===== config.mk =====
export PLATFORM = sky130hd
export DESIGN_NAME = fetch_unit
export DESIGN_NICKNAME = d
export VERILOG_FILES = /design/src/rtl/fetch_unit.sv
export SDC_FILE = /design/constraint.sdc
export NUM_CORES = 1
export LEC_CHECK = 0
export BUFFER_PORTS_ARGS = -buffer_cell sky130_fd_sc_hd__buf_2
export CAP_MARGIN = 15
export CORE_MARGIN = 2
export CORE_UTILIZATION = 50
export CTS_BUF_LIST = sky130_fd_sc_hd__clkbuf_4 sky130_fd_sc_hd__clkbuf_8
export CTS_CLUSTER_SIZE = 14
export DETAILED_ROUTE_END_ITERATION = 10
export GPL_TIMING_DRIVEN = 0
export PLACE_DENSITY_LB_ADDON = 0.2
export SYNTH_ARGS = -nofsm -noshare
export SYNTH_HDL_FRONTEND = slang
export SYNTH_SLANG_ARGS = --single-unit

===== constraint.sdc =====
create_clock -name clk_i -period 3.9 [get_ports clk_i]
set_clock_uncertainty 0.15 [all_clocks]
set_input_delay 0.195 -clock clk_i [delete_from_list [all_inputs] [get_ports clk_i]]
set_output_delay 0.195 -clock clk_i [all_outputs]
set_load 0.1 [all_outputs]

===== src/rtl/fetch_unit.sv =====
// Instruction fetch unit: issues sequential word fetches and queues returned words with their PCs.
// Latency: a word accepted in cycle N is written at the end of N+1 and is visible at the head in N+2 (no bypass).
// Backpressure: a request is raised only while free entries exceed in-flight requests; im_busy_i holds the address.
// Optional feature macro: FETCH_MISALIGN_TRAP_EN (misaligned redirect sets fetch_fault_o and halts fetch).
module fetch_unit #(
  parameter logic [31:0] RESET_PC   = 32'h0000_0000,
  parameter int          FIFO_DEPTH = 4
) (
  input  logic        clk_i,
  input  logic        rst_n_i,
  output logic [31:0] im_addr_o,
  output logic        im_req_o,
  input  logic        im_busy_i,
  input  logic [31:0] im_dout_i,
  input  logic        redirect_i,
  input  logic [31:0] redirect_pc_i,
  output logic        instr_valid_o,
  output logic [31:0] instr_o,
  output logic [31:0] instr_pc_o,
  input  logic        instr_ready_i,
  output logic        fetch_fault_o
);

  localparam int AW = $clog2(FIFO_DEPTH);

  // fetch address state
  logic [31:0] r_fetch_pc;
  logic        r_inflight;
  logic [31:0] r_inflight_pc;
  logic        r_run;

  // instruction buffer; pointers carry one extra bit so full and empty differ
  logic [AW:0] r_wptr;
  logic [AW:0] r_rptr;
  logic [31:0] r_mem_instr [FIFO_DEPTH];
  logic [31:0] r_mem_pc    [FIFO_DEPTH];

  logic [AW:0] w_count;
  logic [AW:0] w_free;
  logic        w_empty;
  logic        w_accept;
  logic        w_push;
  logic        w_pop;
  logic        w_fault_hold;
  logic [31:0] w_redir_pc;

  // redirect target handling: the low address bits never reach the fetch PC
  assign w_redir_pc = {redirect_pc_i[31:2], 2'b00};

`ifdef FETCH_MISALIGN_TRAP_EN
  logic r_fault;

  // fault is set by a misaligned redirect and cleared by the next aligned one
  always_ff @(posedge clk_i or negedge rst_n_i) begin
    if (!rst_n_i) begin
      r_fault <= 1'b0;
    end else if (redirect_i) begin
      r_fault <= |redirect_pc_i[1:0];
    end
  end

  assign w_fault_hold  = r_fault;
  assign fetch_fault_o = r_fault;
`else
  logic w_unused_pc_lsb;
  assign w_unused_pc_lsb = ^redirect_pc_i[1:0];
  assign w_fault_hold    = 1'b0;
  assign fetch_fault_o   = 1'b0;
`endif

  assign w_count = r_wptr - r_rptr;
  assign w_free  = (AW+1)'(FIFO_DEPTH) - w_count;
  assign w_empty = (r_wptr == r_rptr);

  // Requests are withheld during a redirect cycle so the stale address is never accepted.
  assign im_req_o  = r_run & ~w_fault_hold & ~redirect_i &
                     (w_free > {{AW{1'b0}}, r_inflight});
  assign im_addr_o = r_fetch_pc;
  assign w_accept  = im_req_o & ~im_busy_i;

  // Redirect wins over both buffer operations.
  assign w_push = r_inflight & ~redirect_i;
  assign w_pop  = instr_valid_o & instr_ready_i & ~redirect_i;

  assign instr_valid_o = ~w_empty;
  assign instr_o       = w_empty ? 32'h0 : r_mem_instr[r_rptr[AW-1:0]];
  assign instr_pc_o    = w_empty ? 32'h0 : r_mem_pc[r_rptr[AW-1:0]];

  // fetch PC advance, in-flight tracking and redirect load
  always_ff @(posedge clk_i or negedge rst_n_i) begin
    if (!rst_n_i) begin
      r_fetch_pc    <= RESET_PC;
      r_inflight    <= 1'b0;
      r_inflight_pc <= 32'h0;
      r_run         <= 1'b0;
    end else begin
      r_run <= 1'b1;
      if (redirect_i) begin
        r_fetch_pc <= w_redir_pc;
        r_inflight <= 1'b0;
      end else begin
        r_inflight <= w_accept;
        if (w_accept) begin
          r_inflight_pc <= r_fetch_pc;
          r_fetch_pc    <= r_fetch_pc + 32'd4;
        end
      end
    end
  end

  // buffer pointers: flush on redirect, otherwise independent push/pop
  always_ff @(posedge clk_i or negedge rst_n_i) begin
    if (!rst_n_i) begin
      r_wptr <= '0;
      r_rptr <= '0;
    end else if (redirect_i) begin
      r_wptr <= '0;
      r_rptr <= '0;
    end else begin
      if (w_push) r_wptr <= r_wptr + 1'b1;
      if (w_pop)  r_rptr <= r_rptr + 1'b1;
    end
  end

  // buffer storage: the returning word is paired with the PC it was fetched from
  always_ff @(posedge clk_i) begin
    if (w_push) begin
      r_mem_instr[r_wptr[AW-1:0]] <= im_dout_i;
      r_mem_pc[r_wptr[AW-1:0]]    <= r_inflight_pc;
    end
  end

endmodule


-- Word-level counts from Yosys, hierarchy flattened
Memories as Yosys holds them, arrays and structs flattened.
Index checks and enable logic that the tools add are counted.
- $add $sub $neg: 5
- $lt $le $gt $ge: 1
- eq/ne operators: 1
- muxes and demuxes: 11
- bitwise logic cells: 9
- reduce and logical (&&, ||, !) cells: 4
- operators by type and width (cell ; number):
    32-bit 2-to-1 mux ; 4
    32-bit by 3-bit adder with 32-bit output, second input constant ; 1
    3-bit 2-to-1 mux ; 4
    3-bit by 1-bit adder with 3-bit output, second input constant ; 2
    1-bit AND ; 6
    2-bit nonzero test ; 3
    3-bit == test ; 1
    3-bit by 1-bit > comparator with 1-bit output ; 1
    1-bit 2-to-1 mux ; 3
    1-bit inverter ; 3
    3-bit subtractor ; 1
    3-bit subtractor, first input constant ; 1
    2-bit AND reduction ; 1
- bits in registers: 72
- RAM bits: 256
- bits of input ports: 69
- output and inout bits: 99
- logic and storage cells: 39
- memories: 2
- memories (memory ; depth ; bits a word ; read ports ; clocked after memory_dff ; wr ports ; line ; RTL):
    r_mem_instr ; 4 ; 32 ; 1 ; 0 ; 1 ; 35 ; logic [31:0] r_mem_instr [FIFO_DEPTH];
    r_mem_pc ; 4 ; 32 ; 1 ; 0 ; 1 ; 36 ; logic [31:0] r_mem_pc [FIFO_DEPTH];

-- Depth between registers and ports, before layout
Gate-level depths: netlist of the first run.
- depth in word-level cells: 7
- mapped depth: 12
- gate-level depth less buffers: 9

-- Worst setup path before layout of the first run
No wires, ideal clock.
- path type: register -> output
- start point: register r_rptr[0]
- end point: output instr_pc_o[22]
- arrival time: 3311 ps
- required time: 3555 ps
- slack: 244 ps
- stages on the path, launching flop included: 8
- cell sequence: dfrtp_1 clkbuf_1 buf_2 inv_1 ha_1 nand3_1 clkbuf_1 and2_1
- longest elaborated chain between the ends: 2
- elaborated cells between the ends (all ways): 3
- classes of those cells: eq/ne (1); mux (1); memory (1)
- RTL lines (what ; line ; RTL):
    from (decl) ; 34 ; logic [AW:0] r_rptr;
    from (signal assigned) ; 121 ; if (w_pop) r_rptr <= r_rptr + 1'b1;
    memory read 4 x 32 bit / 3-bit == test (equally long branches) ; - ;
    32-bit 2-to-1 mux * ; 87 ; assign instr_pc_o = w_empty ? 32'h0 : r_mem_pc[r_rptr[AW-1:0]];
    to (decl) ; 19 ; output logic [31:0] instr_pc_o,
Mark *: on every way between the ends. The rest lies on a longest branch, timed or not.

-- Worst setup path after layout of the first run
- start point: register r_rptr[0]
- end point: output instr_o[11]
- longest elaborated chain between the ends: 2
- elaborated cells between the ends (all ways): 3
- classes of those cells: eq/ne (1); mux (1); memory (1)
- RTL lines (what ; line ; RTL):
    memory read 4 x 32 bit / 3-bit == test (equally long branches) ; - ;
    32-bit 2-to-1 mux * ; 86 ; assign instr_o = w_empty ? 32'h0 : r_mem_instr[r_rptr[AW-1:0]];
    to (decl) ; 18 ; output logic [31:0] instr_o,
Marks and branches as above.

==> results of run 1 <==
-- power groups by stage --
stage / Combinational [W] / Sequential [W] / Clock [W]
after floorplan: 0.00158 / 0.00433 / 0
after global placement: 0.00218 / 0.00417 / 0
after detailed placement: 0.00220 / 0.00418 / 0
after CTS: 0.00227 / 0.00411 / 0.00300
after global routing: 0.00240 / 0.00414 / 0.00316
final: 0.00228 / 0.00411 / 0.00293
-- metrics by stage --
step           std cells  power (W)
3_5_place_dp        1223    0.00638
4_1_cts             1389    0.00938
2_1_floorplan        730    0.00591
6_report            1389    0.00933
5_1_grt             1389    0.00970
3_3_place_gp        1219    0.00635
-- cell usage after synthesis, types with 5 or more instances --
cell type  instances
dfrtp_1           68
nor2b_1            6
or4_1              6
o21ai_1           23
nor2_1            14
xnor2_1            5
o211ai_1           7
and2_1            71
mux2_1            30
buf_2              6
nand2_1           32
and3_1             6
buf_4              8
xor2_1            20
edfxtp_1         248
clkbuf_1          27
ha_1              10
o2111ai_1         12
nand3_1           11
mux4_2            62
inv_1             10
-- final cells by class --
class                      count  share of cell area [%]
clock inverter                11                   0.514
multi-input combinational    361                    22.0
clock buffer                  87                    6.28
buffer                        43                    1.31
tap                          330                    2.57
sequential                   316                    56.9
timing repair buffer         231                    10.2
inverter                      10                   0.234
-- logic make-up after synthesis --
family,Yosys count
mux,97
xor+xnor,27
other cells,2
simple gates,162
buf+inv,53
fa+ha+maj,10
flops,316
compound gates,59
-- registers in the layout (all words and copies together) (netlist names) --
signal	cells
r_mem_pc	120
r_run	1
r_rptr	3
im_addr_o	30
r_inflight_pc	30
r_mem_instr	128
r_inflight	1
r_wptr	3
-- metal layers --
layer / part of all wire (%) / vias to the layer above / routed length (um) / global-route usage (%)
li1: - / 3415 / - / -
met3: 5.4 / 28 / 1470 / 3.82
met1: 43 / 3799 / 11800 / 28.5
met2: 50 / 226 / 13900 / 35.4
met5: 0 / - / 0 / 0
met4: 1.2 / 0 / 327 / 4.55
-- worst min path at each step --
stage,to,from,cells past startpoint
2_1_floorplan,im_addr_o[10]$_DFFE_PN0P_,rst_n_i,0
3_3_place_gp,im_addr_o[13]$_DFFE_PN0P_,redirect_pc_i[13],3
3_5_place_dp,r_inflight_pc[9]$_DFFE_PN0P_,rst_n_i,1
4_1_cts,im_addr_o[30]$_DFFE_PN0P_,im_busy_i,5
5_1_grt,im_addr_o[16]$_DFFE_PN0P_,im_busy_i,5
6_report,im_addr_o[16]$_DFFE_PN0P_,im_busy_i,5
-- critical path, cell delays in order, from the launching register on --
cell	delay, ps
dfrtp_1	350
buf_2	280
buf_4	300
inv_1	100
ha_1	310
nand3_1	160
clkbuf_2	350
clkbuf_1	340
and2_1	190
clkbuf_4	320
-- layout by cell type (no fill, tap or decap), drive strengths merged --
cell         count
a221o            1
nor3b            1
clkinvlp         2
inv             10
nand2           32
dlygate4sd3     68
nand3           12
clkinv           8
nor2            14
a21oi            2
buf            158
xor2            20
and2            71
xnor2            7
nor3             4
edfxtp         248
o211a            1
dfrtp           68
o21bai           1
bufinv           1
ha              10
nor4             2
mux4            62
and3             6
o31ai            4
mux2i            4
o2111ai         12
nor2b            6
or4              6
conb             6
o211ai           7
and4             3
o21ai           24
clkbuf         135
nand4            5
mux2            31
a31oi            4
a22oi            2
o311ai           1
-- repair_timing --
item,4_1_cts,5_1_grt
resized for setup,14,28
endpoints found under the setup margin,92,34
hold buffers,68,0
cloned,0,0
endpoints found under the hold margin,229,0
==> results.py, run 1 <==
metrics = {
    "critical_path": {
        "cp.arrival_ps": 3260,
        "cp-start-kind": "flop",
        "worstPathMaxFanout": 10,
        "ff2ff_path_depth": 12,
        "cp-startpoint": "r_rptr[0]$_DFFE_PN0P_",
        "path_class": "flop to output port",
        "reg2reg_to": "im_addr_o[24]$_DFFE_PN0P_",
        "crit_required_ps": 3560,
        "cp-endpoint": "instr_o[11]",
        "reg2reg_from": "r_rptr[0]$_DFFE_PN0P_",
        "critPathCaptureType": "output port",
        "r2r_slack_ps": 410,
    },
    "floorplanning": {
        "die_area_mm2": 0.0271,
        "die_height_um": 164,
        "core.rowCount": 58,
        "die_width_um": 164,
        "io-pin-count": 168,
        "fp.coreArea_mm2": 0.0253,
        "initial_utilization_pct": 51.0,
    },
    "grt": {
        "grt_pass1_vias": 7741,
        "grt_max_degree": 69,
        "grt_pass1_wl_um": 42800,
        "antenna_found_initial": 0,
        "gr-total-overflow": 0,
        "grtUsageTotal_pct": 20.9,
    },
    "sta": {
        "fmax_mhz": 277,
        "whs_ps": 64.4,
        "slew-limit-headroom_pct": 41.0,
        "setup_ws_ps": 290,
        "grt_setup_unrepaired": "yes",
        "hold_violations": 0,
        "period_share_pct": 92.6,
        "setup_viol": 0,
        "fin_crit_ps": 3610,
        "worst_pin_slew_ps": 885,
        "drv_slew": 0,
        "tns_ps": 0,
    },
    "worst_hold_path": {
        "hold_path.class": "primary input to flop",
    },
    "layout": {
        "fin_nets": 1094,
        "regArea_mm2": 0.00915,
        "syn_to_final_growth_pct": 24.8,
        "fillers": 1833,
        "final_layout_size_suffix_gt1_share_pct": 33.5,
        "fin_util_pct": 63.6,
        "final_area_mm2": 0.0161,
        "antennaDiodeCount": 0,
        "multi_input_area_mm2": 0.00353,
    },
    "yosys": {
        "syn_area_per_cell_um2": 17.7,
        "synth_cell_types": 43,
        "synth_area_leaders": "edfxtp_1 58%, dfrtp_1 13%, mux4_2 11%",
        "synthMuxAreaShare_pct": 13.9,
        "synth_edf_count": 248,
        "async_flop_share_pct": 21.5,
        "synth_adder_area_share_pct": 0.972,
        "ys_warn_count": 0,
        "synth-main-ff-cell": "edfxtp_1",
        "synth_seq_area_share_pct": 71.0,
        "synth_top_family_by_area": "multiplexers",
        "ys_ff_latch": 316,
        "yosys.area.top_type": "edfxtp_1",
        "synthCells": 726,
        "netlist_area_mm2": 0.0129,
        "synth-compound-area-share_pct": 3.09,
        "yosys.area.top_type_share_pct": 57.8,
        "yosys.area_share.simple_pct": 7.19,
        "yosys.area_share.xor_xnor_pct": 1.95,
    },
    "power_and_ir_drop": {
        "internal_power_w": 0.00618,
        "vdd_ir_drop_max_uv": 346,
        "power.share.clock_pct": 31.4,
        "pwr-share-seq_pct": 44.1,
        "power_frac_comb_pct": 24.5,
        "powerDensity_mw_per_mm2": 580,
        "power.leakage_nw": 5.99,
        "netSwitchingPower_w": 0.00314,
        "p_sw_share_pct": 33.7,
    },
    "run_status": {
        "outcome": "completed",
    },
    "routing": {
        "vias": 7468,
        "wl_per_cell_um": 19.8,
        "drt-total-wl_um": 27500,
        "drtAntennaViolNets": 0,
        "drtIter0Drc": 517,
        "dr.pass1.iters": 5,
        "drc": 0,
        "routed_via_density": 5.38,
    },
    "clocking": {
        "clock_latency_ps": 560,
        "cts_tree": "yes",
        "htreeDepth": 2,
        "clock_sinks": 316,
        "cts_buffer_depth": 3,
        "cts_buffers": 52,
        "clk_pin_slew_ps": 60,
        "cts-root-buf": "clkbuf_8",
        "post_cts_buffers": 0,
    },
    "placed_design": {
        "dp_hpwl_um": 17100,
        "place_ws_ps": -135,
        "dpl_cell_area_mm2": 0.0142,
        "port_buffers": 159,
        "gp_congestion": 0.842,
    },
    "job": {
        "max_cap_violations": 0,
    },
}
No activity file was read; power rests on OpenSTA's default activity.
==> inputs of run 2 (changes only) <==
Settings changed: RECOVER_POWER from default to 100.
==> run 2 against run 1 <==
Compared with the run above:
- the flow now finishes with violations (max-capacitance violations, max-slew violations)
- routed wire length down 0.59%
- worst setup slack gained 3.6 ps
- cell count unchanged
- combinational power is essentially flat
- hold slack better by 5.5 ps
- sequential share of layout area increased by 0.40 points
- register-to-register slack worse by 20 ps
- largest power group unchanged
- via count shrank 0.24%
- total power decreased by 0.10%
==> results.py, run 2 (synthesis results as in run 1) <==
metrics = {
    "routing": {
        "drtAntennaViolNets": 0,
        "routed_via_density": 5.36,
        "vias": 7450,
        "wl_per_cell_um": 19.7,
        "drtIter0Drc": 476,
        "drc": 0,
        "drt-total-wl_um": 27300,
        "dr.pass1.iters": 5,
    },
    "run_status": {
        "violations": "max-capacitance violations, max-slew violations",
        "outcome": "finished with violations",
    },
    "worst_hold_path": {
        "hold_path.class": "primary input to flop",
        "worstHoldStart": "im_busy_i",
    },
    "layout": {
        "final_cells": 1389,
        "largest_reg_flops": 128,
        "final_layout_size_suffix_gt1_share_pct": 27.3,
        "syn_to_final_growth_pct": 23.9,
        "layout_commonest_cell": "edfxtp_1",
        "final_area_mm2": 0.0160,
        "antennaDiodeCount": 0,
        "fin_nets": 1094,
        "final_cell_mix": "248 x edfxtp_1, 82 x clkbuf_1, 73 x buf_2",
        "fillers": 1874,
    },
    "power_and_ir_drop": {
        "vdd_ir_drop_max_uv": 331,
        "netSwitchingPower_w": 0.00315,
        "power.leakage_nw": 5.79,
        "p_sw_share_pct": 33.8,
        "internal_power_w": 0.00617,
        "powerDensity_mw_per_mm2": 584,
        "power.total_w": 0.00932,
        "power.share.clock_pct": 31.5,
        "pwr-share-seq_pct": 44.2,
        "power_frac_comb_pct": 24.3,
    },
    "sta": {
        "period_share_pct": 92.5,
        "slew-limit-headroom_pct": -82.0,
        "worst_pin_slew_ps": 2730,
        "hold_violations": 0,
        "fmax_mhz": 277,
        "setup_viol": 0,
        "fin_crit_ps": 3610,
        "tns_ps": 0,
        "setup_ws_ps": 294,
        "grt_setup_unrepaired": "yes",
        "drv_slew": 156,
    },
    "floorplanning": {
        "die_height_um": 164,
        "die_width_um": 164,
        "initial_utilization_pct": 51.0,
        "die_area_mm2": 0.0271,
        "core.rowCount": 58,
        "io-pin-count": 168,
        "fp.coreArea_mm2": 0.0253,
    },
    "critical_path": {
        "cp_slowest_stage_delay_ps": 350,
        "cp.arrival_ps": 3260,
        "critPathCaptureType": "output port",
        "worstPathMaxFanout": 10,
        "crit_chain": "buf_2, buf_4, inv_1, ha_1, nand3_1, clkbuf_2, clkbuf_1, and2_1, clkbuf_4",
        "cp_slowest_cell": "dfrtp_1",
        "cp-startpoint": "r_rptr[0]$_DFFE_PN0P_",
        "reg2reg_from": "r_inflight$_DFF_PN0_",
        "cp-start-kind": "flop",
        "crit_family": "buffers and inverters",
        "crit_required_ps": 3560,
        "critPathBufInv": 6,
        "path_class": "flop to output port",
    },
    "grt": {
        "grt_pass1_vias": 7741,
        "grtUsageTotal_pct": 20.9,
        "gr-total-overflow": 0,
        "grt_max_degree": 69,
        "antenna_found_initial": 0,
        "grt_pass1_wl_um": 42800,
    },
    "clocking": {
        "htreeDepth": 2,
        "cts_buffers": 52,
        "cts-root-buf": "clkbuf_8",
        "clock_sinks": 316,
        "clock_latency_ps": 560,
        "clk_pin_slew_ps": 60,
        "cts_buffer_depth": 3,
        "cts_tree": "yes",
        "post_cts_buffers": 0,
    },
    "placed_design": {
        "place_ws_ps": -135,
        "dpl_cell_area_mm2": 0.0142,
        "port_buffers": 159,
        "dp_cells": 1223,
        "gp_congestion": 0.842,
        "dp_hpwl_um": 17100,
    },
    "job": {
        "max_cap_violations": 4,
    },
}
run 2: changes by cell type in the layout (fill, tap and decap cells not counted), sizes merged:
cell,previous run,this run
buf,158,94
clkbuf,135,199
run 2: path summary, 6_finish.rpt:
kind / to / slack, ps / depth (start not counted)
min reg2reg: r_mem_pc[3][30]$_DFFE_PP_ / 360 / 0
max reg2reg: r_mem_instr[0][0]$_DFFE_PP_ / 390 / 3
min in group asynchronous: r_inflight_pc[11]$_DFFE_PN0P_ / 480 / 2
max in group asynchronous: r_inflight_pc[30]$_DFFE_PN0P_ / 2090 / 2
min: im_addr_o[30]$_DFFE_PN0P_ / 70 / 5
max: instr_o[19] / 290 / 9
run 2: power by group through the flow:
stage          clock [W]  combinational, W  sequential (W)
6_report         0.00294           0.00227         0.00411
5_1_grt          0.00316           0.00239         0.00414
4_1_cts          0.00300           0.00227         0.00411
3_5_place_dp           0           0.00220         0.00418
3_3_place_gp           0           0.00218         0.00417
2_1_floorplan          0           0.00158         0.00433
run 2: stage by stage:
stage | utilization, % | hold WS, ps
final | 63.2 | 69.9
after CTS | 63.4 | 27.7
after global placement | 55.8 | 261
after global routing | 63.2 | 81.2
after detailed placement | 56.2 | 223
after floorplan | - | -251
run 2: what timing repair did:
action	CTS	global route
resized for setup	14	28
hold endpoints to repair	229	0
setup endpoints to repair	92	34
hold buffers	68	0
run 2: area by class of cell:
class,count,area [um^2],area share (%)
Buffer,43,210,1.32
Clock buffer,87,1010,6.33
Clock inverter,11,82.6,0.517
Inverter,10,37.5,0.235
Multi-Input combinational cell,361,3520,22.1
Sequential cell,316,9150,57.3
Tap cell,330,413,2.59
Timing Repair Buffer,231,1540,9.63
run 2: worst reg2reg max path, delay by kind of cell, from the launching register on:
kind                   cells  cell delay, ps
DFF                        1             440
buffers and inverters      1             310
and+or+nand+nor            2            2280
run 2: layer usage:
layer / vias up / wire length, um / track usage (%)
met5: - / 0 / 0
li1: 3415 / - / -
met2: 227 / 13800 / 35.4
met3: 30 / 1540 / 3.82
met1: 3778 / 11700 / 28.5
met4: 0 / 331 / 4.55
